## src/rtl/note_seq_pkg.sv

```systemverilog
// Shared definitions for the four-voice note sequencer: state encoding,
// song-word field positions and track-table layout.
package note_seq_pkg;

  localparam int NUM_VOICES = 4;
  localparam logic [1:0] LAST_VOICE = 2'(NUM_VOICES - 1);
  localparam logic [7:0] TRACK_BASE = 8'd0;

  // Note word: [15]=0, [14:10] duration, [9:4] pitch, [3:0] instrument
  localparam int DUR_MSB   = 14;
  localparam int DUR_LSB   = 10;
  localparam int PITCH_MSB = 9;
  localparam int PITCH_LSB = 4;
  localparam int INSTR_MSB = 3;
  localparam int INSTR_LSB = 0;

  // End-of-track word: [15]=1, [14] loop, [7:0] loop address
  localparam int EOT_BIT       = 15;
  localparam int LOOP_BIT      = 14;
  localparam int LOOP_ADDR_MSB = 7;
  localparam int LOOP_ADDR_LSB = 0;

  typedef enum logic [3:0] {
    ST_IDLE,
    ST_INIT_ADDR,
    ST_INIT_DATA,
    ST_WAIT_TICK,
    ST_SCAN,
    ST_FETCH_ADDR,
    ST_FETCH_DATA,
    ST_LOAD,
    ST_WAIT_DONE
  } seq_state_t;

endpackage

```

## src/rtl/voice_duration_counter.sv

```systemverilog
// Per-voice tick countdown: loads a note duration, decrements once per scan,
// and flags zero when the voice needs its next word.
module voice_duration_counter (
  input  logic       i_clk,
  input  logic       i_rst,
  input  logic       i_load,
  input  logic [4:0] i_load_val,
  input  logic       i_dec,
  output logic       o_zero
);

  logic [4:0] count_q;

  always_ff @(posedge i_clk or posedge i_rst) begin
    if (i_rst) begin
      count_q <= 5'd0;
    end else if (i_load) begin
      count_q <= i_load_val;
    end else if (i_dec && (count_q != 5'd0)) begin
      count_q <= count_q - 5'd1;
    end
  end

  assign o_zero = (count_q == 5'd0);

endmodule

```

## src/rtl/note_sequencer.sv

```systemverilog
// Four-voice song sequencer: walks per-voice tracks in a shared song ROM on
// each frame tick and hands notes one at a time to a shared note player.
module note_sequencer
  import note_seq_pkg::*;
(
  input  logic        i_clk,
  input  logic        i_rst,
  input  logic        i_tick,
  input  logic        i_start,
  input  logic        i_stop,
  output logic [7:0]  o_song_addr,
  input  logic [15:0] i_song_data,
  output logic        o_load,
  output logic [1:0]  o_voice,
  output logic [5:0]  o_pitch,
  output logic [4:0]  o_duration,
  output logic [3:0]  o_instrument,
  input  logic        i_done,
  output logic [3:0]  o_active,
  output logic        o_busy,
  output logic        o_overrun,
  output seq_state_t  o_dbg_state
);

  // Player handshake: o_load is a one-cycle request qualified by o_voice; the
  // note fields hold until i_done, which is honoured only in ST_WAIT_DONE.

  seq_state_t state_q, state_nxt;

  logic [1:0] voice_q;
  logic [7:0] ptr_q [NUM_VOICES];
  logic [3:0] active_q;
  logic       pending_q;
  logic       looped_q;
  logic       overrun_q;

  logic [NUM_VOICES-1:0] cnt_load, cnt_dec, cnt_zero;
  logic [4:0]            cnt_val;
  logic                  advance, kill;
  logic [3:0]            active_after;

  logic       is_eot, is_loop;
  logic [7:0] loop_addr;
  logic [1:0] voice_inc;

  assign is_eot    = i_song_data[EOT_BIT];
  assign is_loop   = i_song_data[LOOP_BIT];
  assign loop_addr = i_song_data[LOOP_ADDR_MSB:LOOP_ADDR_LSB];
  assign voice_inc = voice_q + 2'd1;

  for (genvar g = 0; g < NUM_VOICES; g++) begin : g_cnt
    voice_duration_counter u_cnt (
      .i_clk      (i_clk),
      .i_rst      (i_rst),
      .i_load     (cnt_load[g]),
      .i_load_val (cnt_val),
      .i_dec      (cnt_dec[g]),
      .o_zero     (cnt_zero[g])
    );
  end

  always_ff @(posedge i_clk or posedge i_rst) begin
    if (i_rst) state_q <= ST_IDLE;
    else       state_q <= state_nxt;
  end

  always_comb begin
    state_nxt    = state_q;
    advance      = 1'b0;
    kill         = 1'b0;
    cnt_load     = '0;
    cnt_dec      = '0;
    cnt_val      = 5'd0;
    active_after = active_q;
    case (state_q)
      ST_IDLE: begin
        if (i_start) begin
          cnt_load  = '1;
          state_nxt = ST_INIT_ADDR;
        end
      end
      ST_INIT_ADDR: state_nxt = ST_INIT_DATA;
      ST_INIT_DATA: state_nxt = (voice_q == LAST_VOICE) ? ST_WAIT_TICK : ST_INIT_ADDR;
      ST_WAIT_TICK: if (i_tick || pending_q) state_nxt = ST_SCAN;
      ST_SCAN: begin
        if (!active_q[voice_q]) begin
          advance = 1'b1;
        end else if (cnt_zero[voice_q]) begin
          state_nxt = ST_FETCH_ADDR;
        end else begin
          cnt_dec[voice_q] = 1'b1;
          advance          = 1'b1;
        end
      end
      ST_FETCH_ADDR: state_nxt = ST_FETCH_DATA;
      ST_FETCH_DATA: begin
        if (!is_eot) begin
          cnt_val           = i_song_data[DUR_MSB:DUR_LSB];
          cnt_load[voice_q] = 1'b1;
          state_nxt         = ST_LOAD;
        end else if (is_loop && !looped_q) begin
          state_nxt = ST_FETCH_ADDR;
        end else begin
          kill    = 1'b1;
          advance = 1'b1;
        end
      end
      ST_LOAD:      state_nxt = ST_WAIT_DONE;
      ST_WAIT_DONE: if (i_done) advance = 1'b1;
      default:      state_nxt = ST_IDLE;
    endcase
    if (kill) active_after[voice_q] = 1'b0;
    // The scan always finishes all voices before deciding to go idle.
    if (advance) begin
      if (voice_q != LAST_VOICE)  state_nxt = ST_SCAN;
      else if (active_after == '0) state_nxt = ST_IDLE;
      else                         state_nxt = ST_WAIT_TICK;
    end
    if (i_stop) state_nxt = ST_IDLE;
  end

  always_ff @(posedge i_clk or posedge i_rst) begin
    if (i_rst) begin
      voice_q      <= 2'd0;
      o_song_addr  <= 8'd0;
      o_pitch      <= 6'd0;
      o_duration   <= 5'd0;
      o_instrument <= 4'd0;
      active_q     <= 4'd0;
      pending_q    <= 1'b0;
      looped_q     <= 1'b0;
      overrun_q    <= 1'b0;
      for (int i = 0; i < NUM_VOICES; i++) ptr_q[i] <= 8'd0;
    end else begin
      if (i_tick && (state_q != ST_IDLE) && (state_q != ST_WAIT_TICK)) begin
        pending_q <= 1'b1;
        if (pending_q) overrun_q <= 1'b1;
      end
      case (state_q)
        ST_IDLE: begin
          if (i_start && !i_stop) begin
            voice_q     <= 2'd0;
            o_song_addr <= TRACK_BASE;
            overrun_q   <= 1'b0;
          end
        end
        ST_INIT_DATA: begin
          ptr_q[voice_q] <= i_song_data[7:0];
          if (voice_q != LAST_VOICE) begin
            voice_q     <= voice_inc;
            o_song_addr <= TRACK_BASE + {6'd0, voice_inc};
          end else begin
            active_q <= 4'hF;
          end
        end
        ST_WAIT_TICK: begin
          if (i_tick || pending_q) begin
            pending_q <= 1'b0;
            voice_q   <= 2'd0;
            looped_q  <= 1'b0;
          end
        end
        ST_SCAN: if (state_nxt == ST_FETCH_ADDR) o_song_addr <= ptr_q[voice_q];
        ST_FETCH_DATA: begin
          if (!is_eot) begin
            o_pitch        <= i_song_data[PITCH_MSB:PITCH_LSB];
            o_duration     <= i_song_data[DUR_MSB:DUR_LSB];
            o_instrument   <= i_song_data[INSTR_MSB:INSTR_LSB];
            ptr_q[voice_q] <= ptr_q[voice_q] + 8'd1;
          end else if (is_loop && !looped_q) begin
            ptr_q[voice_q] <= loop_addr;
            o_song_addr    <= loop_addr;
            looped_q       <= 1'b1;
          end else begin
            active_q <= active_after;
          end
        end
        default: ;
      endcase
      if (advance) begin
        looped_q <= 1'b0;
        if (voice_q != LAST_VOICE) voice_q <= voice_inc;
      end
      if (i_stop) begin
        active_q  <= 4'd0;
        pending_q <= 1'b0;
      end
    end
  end

  assign o_load      = (state_q == ST_LOAD);
  assign o_voice     = voice_q;
  assign o_active    = active_q;
  assign o_busy      = (state_q != ST_IDLE);
  assign o_overrun   = overrun_q;
  assign o_dbg_state = state_q;

endmodule
```

## config.mk

```make
export PLATFORM = sky130hd
export DESIGN_NAME = note_sequencer
export DESIGN_NICKNAME = d
export VERILOG_FILES = /design/src/rtl/note_seq_pkg.sv /design/src/rtl/voice_duration_counter.sv /design/src/rtl/note_sequencer.sv
export SDC_FILE = /design/constraint.sdc
export NUM_CORES = 1
export LEC_CHECK = 0
export ABC_AREA = 1
export BUFFER_PORTS_ARGS = -buffer_cell sky130_fd_sc_hd__buf_2
export CORE_MARGIN = 2
export CORE_UTILIZATION = 55
export CTS_CLUSTER_DIAMETER = 100
export CTS_CLUSTER_SIZE = 40
export DETAILED_ROUTE_END_ITERATION = 8
export PLACE_DENSITY = 0.86
export SLEW_MARGIN = 20
export SYNTH_ARGS = -nofsm -noshare
export SYNTH_HDL_FRONTEND = slang
export SYNTH_SLANG_ARGS = --single-unit
```

## constraint.sdc

```tcl
create_clock -name i_clk -period 4.85 [get_ports i_clk]
set_input_delay 0.485 -clock i_clk [delete_from_list [all_inputs] [get_ports i_clk]]
set_output_delay 0.485 -clock i_clk [all_outputs]
set_load 0.01 [all_outputs]
```

Word-level counts from Yosys, hierarchy flattened. Index checks and enable logic that the tools add are counted.

Input bits: 22. Bits in registers: 88.

Reductions and logical operators: 37. Add/subtract/negate cells: 6. Magnitude comparators: 4. Equal/unequal tests: 24. Mux-type cells: 82. Bitwise logic cells: 4.

Operator list (count): 4-bit 2-to-1 mux (18); 32-bit bitwise mux (2); 32-bit 2-to-1 mux (2); 8-bit 2-to-1 mux (8); 32-bit case mux with 2 select lines (1); 5-bit 2-to-1 mux (10); 4-bit case mux with 9 select lines (1); 8-bit case mux with 4 select lines (1); 1-bit 2-to-1 mux (21); 3-bit inequality test, second input constant (7); 4-bit by 3-bit equality test with 1-bit output, second input constant (5); 5-bit logical NOT (4); 5-bit nonzero test (4); 5-bit by 1-bit subtractor with 5-bit output, second input constant (4); 8-bit binary-select mux with 2-bit select (1); 8-bit demux with 2-bit select (1); 4-bit case mux with 2 select lines (2); 2-bit 2-to-1 mux (7); 2-bit inequality test, second input constant (6); 1-bit logical AND (10); 2-bit nonzero test (5); 8-bit by 1-bit adder with 8-bit output, second input constant (1); 4-bit by 2-bit equality test with 1-bit output, second input constant (2); 4-bit logical NOT (2); 26 further kinds (32).

Logic depth before layout (Yosys ltp).
Depth in word-level cells: 15. Gate-level depth with buffers: 17. Mapped depth without buffers: 16.

Modules after synthesis. From an unflattened synthesis, not the netlist that was laid out.

Cell total of the unflattened synthesis: 781. Area total of the unflattened synthesis: 5622.9 sq um.

By module, submodules not included: note_sequencer (area an instance 4241.6 sq um, instances 1, cells an instance 585); voice_duration_counter (area an instance 345.3 sq um, instances 4, cells an instance 49).

Least setup slack after synthesis. Ideal clock, no wire load.

Kind: reg-to-reg. Start point: register voice_q[0] (netlist: o_voice[0]). End point: register o_song_addr[0]. Stages on the path, launching flop included: 17. Arrival time: 2004 ps. Data required time: 4733 ps. Path slack: 2730 ps. Period minus slack after synthesis: 2120 ps. Path through: dfrtp_1 -> inv_2 -> buf_6 -> ha_1 -> clkbuf_1 -> nor2_1 -> nand2_1 -> nand2_1 -> nor2_1 -> nand2_1 -> nand2_1 -> nand2_2 -> nand3_2 -> o21bai_4 -> nand2_4 -> nand2_1 -> nand2_1.

Word-level cells in the longest chain between the ends: 15. Elaborated cells between the ends (all ways): 38. Those cells by class: add/sub: 1; order compare: 2; eq/ne: 5; mux: 24; bitwise: 3; reduce/logical: 3.

Ends and longest elaborated chain: from (decl) (RTL line note_sequencer.sv:30) `logic [1:0] voice_q;`; from (signal assigned) (RTL line note_sequencer.sv:150) `voice_q <= voice_inc;`; from (signal assigned) (RTL line note_sequencer.sv:182) `if (voice_q != LAST_VOICE) voice_q <= voice_inc;`; 2-bit by 3-bit < comparator with 1-bit output (implied by the code) or 2-bit by 1-bit greater-or-equal comparator with 1-bit output (tied branches) (RTL line note_sequencer.sv:112) `if (kill) active_after[voice_q] = 1'b0;`; 1-bit logical AND (implied by the code) (RTL line note_sequencer.sv:112); 1-bit 2-to-1 mux (implied by the code) (RTL line note_sequencer.sv:112); 1-bit demux with 2-bit select (RTL line note_sequencer.sv:112); 4-bit inverter (no source line); 4-bit AND (no source line); 4-bit 2-to-1 mux (RTL line note_sequencer.sv:112); 4-bit logical NOT (RTL line note_sequencer.sv:116) `else if (active_after == '0) state_nxt = ST_IDLE;`; 2-bit 2-to-1 mux (RTL line note_sequencer.sv:116); 3-bit 2-to-1 mux (RTL line note_sequencer.sv:115) `if (voice_q != LAST_VOICE) state_nxt = ST_SCAN;`; 4-bit 2-to-1 mux (RTL line note_sequencer.sv:114) `if (advance) begin`; 4-bit 2-to-1 mux (RTL line note_sequencer.sv:119) `if (i_stop) state_nxt = ST_IDLE;`; 4-bit by 3-bit equality test with 1-bit output (RTL line note_sequencer.sv:163) `ST_SCAN: if (state_nxt == ST_FETCH_ADDR) o_song_addr <= ptr_q[voice_q];`; 2-bit inequality test (no source line); 6-bit AND reduction (no source line); to (signal assigned) (RTL line note_sequencer.sv:151) `o_song_addr <= TRACK_BASE + {6'd0, voice_inc};`; to (signal assigned) (RTL line note_sequencer.sv:163); to (signal assigned) (RTL line note_sequencer.sv:172) `o_song_addr <= loop_addr;`; to (decl) (RTL line note_sequencer.sv:11) `output logic [7:0] o_song_addr,`.

Parallel ways exist; a longest one is shown, timed or not. The select of a mux whose other input is x is not followed. A chain may end at the register's enable or synchronous reset.

Worst setup path after layout.
Start point: register voice_q[1] (netlist: o_voice[1]). End point: register o_song_addr[1].

Same word-level chain as after synthesis.

==> reports/results.ini <==
[outcome]
status = complete, no violations

[worst_setup_path]
path_cells = inv_1 > ha_1 > nor2_1 > nand3_1 > nand2_1 > nor2_1 > nand2_1 > nand2_1 > nand2_2 > nand3_2 > o21bai_4 > nand2_4 > nand2_1 > nand2_1
crit_arrival_ns = 3.23
cpLargestDelayFamily = simple AND/OR/NAND/NOR gates
cpMostUsedCell = nand2_1
cp_num_buf_inv = 1
crit_fanout = 17
worst_setup_path_end_kind = register
cp_slowest_stage_delay_ns = 0.71
worstPathRequired_ns = 5.13
worstSetupPathType = reg -> reg
cp-start-kind = register
crit_slowest_cell = dfrtp_1

[cts]
post_cts.repair.setup_buffers = 0
cts.sinks = 88
cts_max_path_buffers = 2
cts_buffers = 9
ctsHoldBuffers = 0
cts_resized = 0
path_clk_slew_ns = 0.10
htree_levels = 3
insertion_delay_ns = 0.38
cts-root-buf = clkbuf_8
cts_tree = yes

[synthesis]
ys_seq_area_share_pct = 39.9
synth_top_area_share_pct = 39.9
synth_most_common_cell = nand2_1
synth_edf_count = 0
synth_common_cells = nand2_1, inv_1, dfrtp_1, o21ai_0, nand3_1
synth_cells = 752
ys_seq_elements = 88
syn_nets = 787
synth_cell_types = 43
syn_avg_cell_area_sq_um = 7.35
synthesis.area_sq_mm = 0.00552
synth_ff_type = dfrtp_1
synth_area_leaders = dfrtp_1, nand2_1, o21ai_0, inv_1, nand3_1
yosysTopAreaCell = dfrtp_1
synthArstFlopShare_pct = 100
yosysWarnings = 0

[floorplan]
initial_core_util_pct = 56.5
die_area_sq_mm = 0.0109
die_height_um = 104
die_x_um = 104
fp-row-count = 36
core_area_sq_mm = 0.00977
ios = 58

[detailed_routing]
wl_um = 13800
wl_met1_um = 6060
top_layer = met4
drtAntennaViolNets = 0
num_vias = 5241
wire_per_inst_um = 14.7
first_pass_iters = 5
wl_met2_um = 6530
post-route-drc-count = 0
drt-initial-drc-count = 465
wl_met3_um = 837
via_per_inst = 5.61

[place]
routabilityCongestion = 0.950
placement.io_buffers = 57
dpl_cell_area_sq_mm = 0.00587
place_inst = 919
place_hpwl_um = 9800

[finish]
fill_cells = 874
final-instance-count-excl-fill = 935
layout.nets = 832
fin_util_pct = 61.9
design_area_sq_mm = 0.00605
drive_gt1_share_pct = 14.1
area_growth_pct = 9.45
seqCellArea_sq_mm = 0.00220
diodes = 0
multi_input_area_sq_mm = 0.00281

[timing]
max_freq_ghz = 0.338
max_slew_margin_pct = 49.4
period_share_pct = 60.9
worst_slew_pin_slew_ns = 0.759
period_minus_slack_ns = 2.95
fin_setup_tns_ns = 0
skew_ns = 0.0142
rsz0062_at_grt = false
final_max_slew_viol_count = 0
setup_viol = 0
final_hold_viol_count = 0

[grt]
grt_pass1_vias = 4794
grt_pass1_wl_um = 23200
antenna_found_initial = 0
grtUsageTotal_pct = 26.3
grt_max_degree = 47
overflow = 0

[run]
cap_viol_max_count = 0

[pwr]
power_density_mw_per_mm2 = 572
ir_worst_vdd_uv = 325
p_leak_uw = 0.00306

[worst_hold_path]
worstHoldPathType = in -> async

cells by family (layout without fill, tap and decap cells):
logic type      after synthesis  after routing  share of synthesized area, %
flops                        88             88                          39.9
compound gates              181            181                          19.3
fa+ha+maj                    13             13                          2.94
xor+xnor                     11             11                          1.74
simple gates                331            331                          26.8
buf+inv                     128            178                          9.31
worst reg2reg max path: stages (launching register included):
cell and delay [ns]:
dfrtp_1 0.71, inv_1 0.39, ha_1 0.52, nor2_1 0.18, nand3_1 0.09, nand2_1 0.09, nor2_1 0.05, nand2_1 0.06
nand2_1 0.07, nand2_2 0.09, nand3_2 0.08, o21bai_4 0.25, nand2_4 0.13, nand2_1 0.09, nand2_1 0.05
metal layers:
| metal | up-vias | global-route usage (%) |
|---|---|---|
| met5 | - | 0 |
| met3 | 29 | 3.57 |
| met1 | 2440 | 36.3 |
| met2 | 201 | 42.3 |
| met4 | 0 | 9.65 |
| li1 | 2571 | - |
stage by stage:
stage	setup slack [ns]	hold WS [ns]	total power [uW]
global route	1.70	0.291	3780
global placement	2.13	0.455	2910
detailed placement	2.03	0.457	2960
floorplan	2.09	0.449	2530
CTS	2.01	0.230	3440
finish	1.90	0.215	3460
area by class of cell:
| class | count | area share [%] |
|---|---|---|
| multi-input combinational | 536 | 46.4 |
| sequential | 88 | 36.4 |
| inverter | 103 | 6.46 |
| timing repair buffer | 59 | 4.97 |
| tap | 133 | 2.75 |
| clock buffer | 10 | 2.11 |
| clock inverter | 6 | 0.849 |
worst paths after layout:
kind	from	endpoint	slack, ns	cells past startpoint
hold / removal	i_rst	o_duration[3]$_DFFE_PP0P_	0.21	2
max in group asynchronous	i_rst	ptr_q[15]$_DFFE_PP0P_	3.61	3
setup / recovery	o_voice[1]$_DFF_PP0_	o_song_addr[1]$_DFFE_PP0P_	1.90	14
setup reg to reg	o_voice[1]$_DFF_PP0_	o_song_addr[1]$_DFFE_PP0P_	1.90	14
min in group i_clk	i_song_data[9]	o_pitch[5]$_DFFE_PP0P_	0.31	3
hold reg to reg	o_duration[3]$_DFFE_PP0P_	o_duration[3]$_DFFE_PP0P_	0.48	2
cells in the final DEF (no fill, tap or decap), types with 3 or more instances in the layout:
| master | Yosys | routed |
|---|---|---|
| nand3_2 | 5 | 5 |
| o21a_1 | 7 | 7 |
| clkbuf_8 | 0 | 9 |
| nand4_1 | 5 | 5 |
| a21oi_1 | 33 | 33 |
| o221ai_1 | 3 | 3 |
| nor2_1 | 41 | 41 |
| nand2_1 | 197 | 197 |
| a22oi_1 | 10 | 10 |
| a32oi_1 | 3 | 3 |
| o211ai_1 | 17 | 17 |
| o21ai_0 | 86 | 86 |
| nor3_1 | 8 | 8 |
| a211oi_1 | 3 | 3 |
| nor2_2 | 5 | 5 |
| nand2_2 | 8 | 8 |
| nand3_1 | 50 | 50 |
| nor2_4 | 4 | 4 |
| dfrtp_1 | 88 | 88 |
| inv_6 | 0 | 3 |
| nand3b_1 | 3 | 3 |
| inv_1 | 94 | 93 |
| buf_2 | 7 | 57 |
| xor2_1 | 9 | 9 |
| o21ai_1 | 4 | 4 |
| ha_1 | 13 | 13 |
| o22ai_1 | 6 | 6 |
| inv_2 | 6 | 6 |
flip-flops by register name, indices dropped and copies added, names as in the netlist:
register,flops
ptr_q,32
g_cnt.u_cnt.count_q,20
o_song_addr,8
o_pitch,6
o_duration,5
o_active,4
o_dbg_state,4
o_instrument,4
o_voice,2
looped_q,1
o_overrun,1
pending_q,1
where the power goes:
group / switching, uW / leakage, uW / internal [uW]
logic: 1180 / 0.00187 / 620
clock network: 291 / 0.0000879 / 194
registers: 170 / 0.00110 / 1010
total: 1640 / 0.00306 / 1820
(Power assumes the default switching activity.)
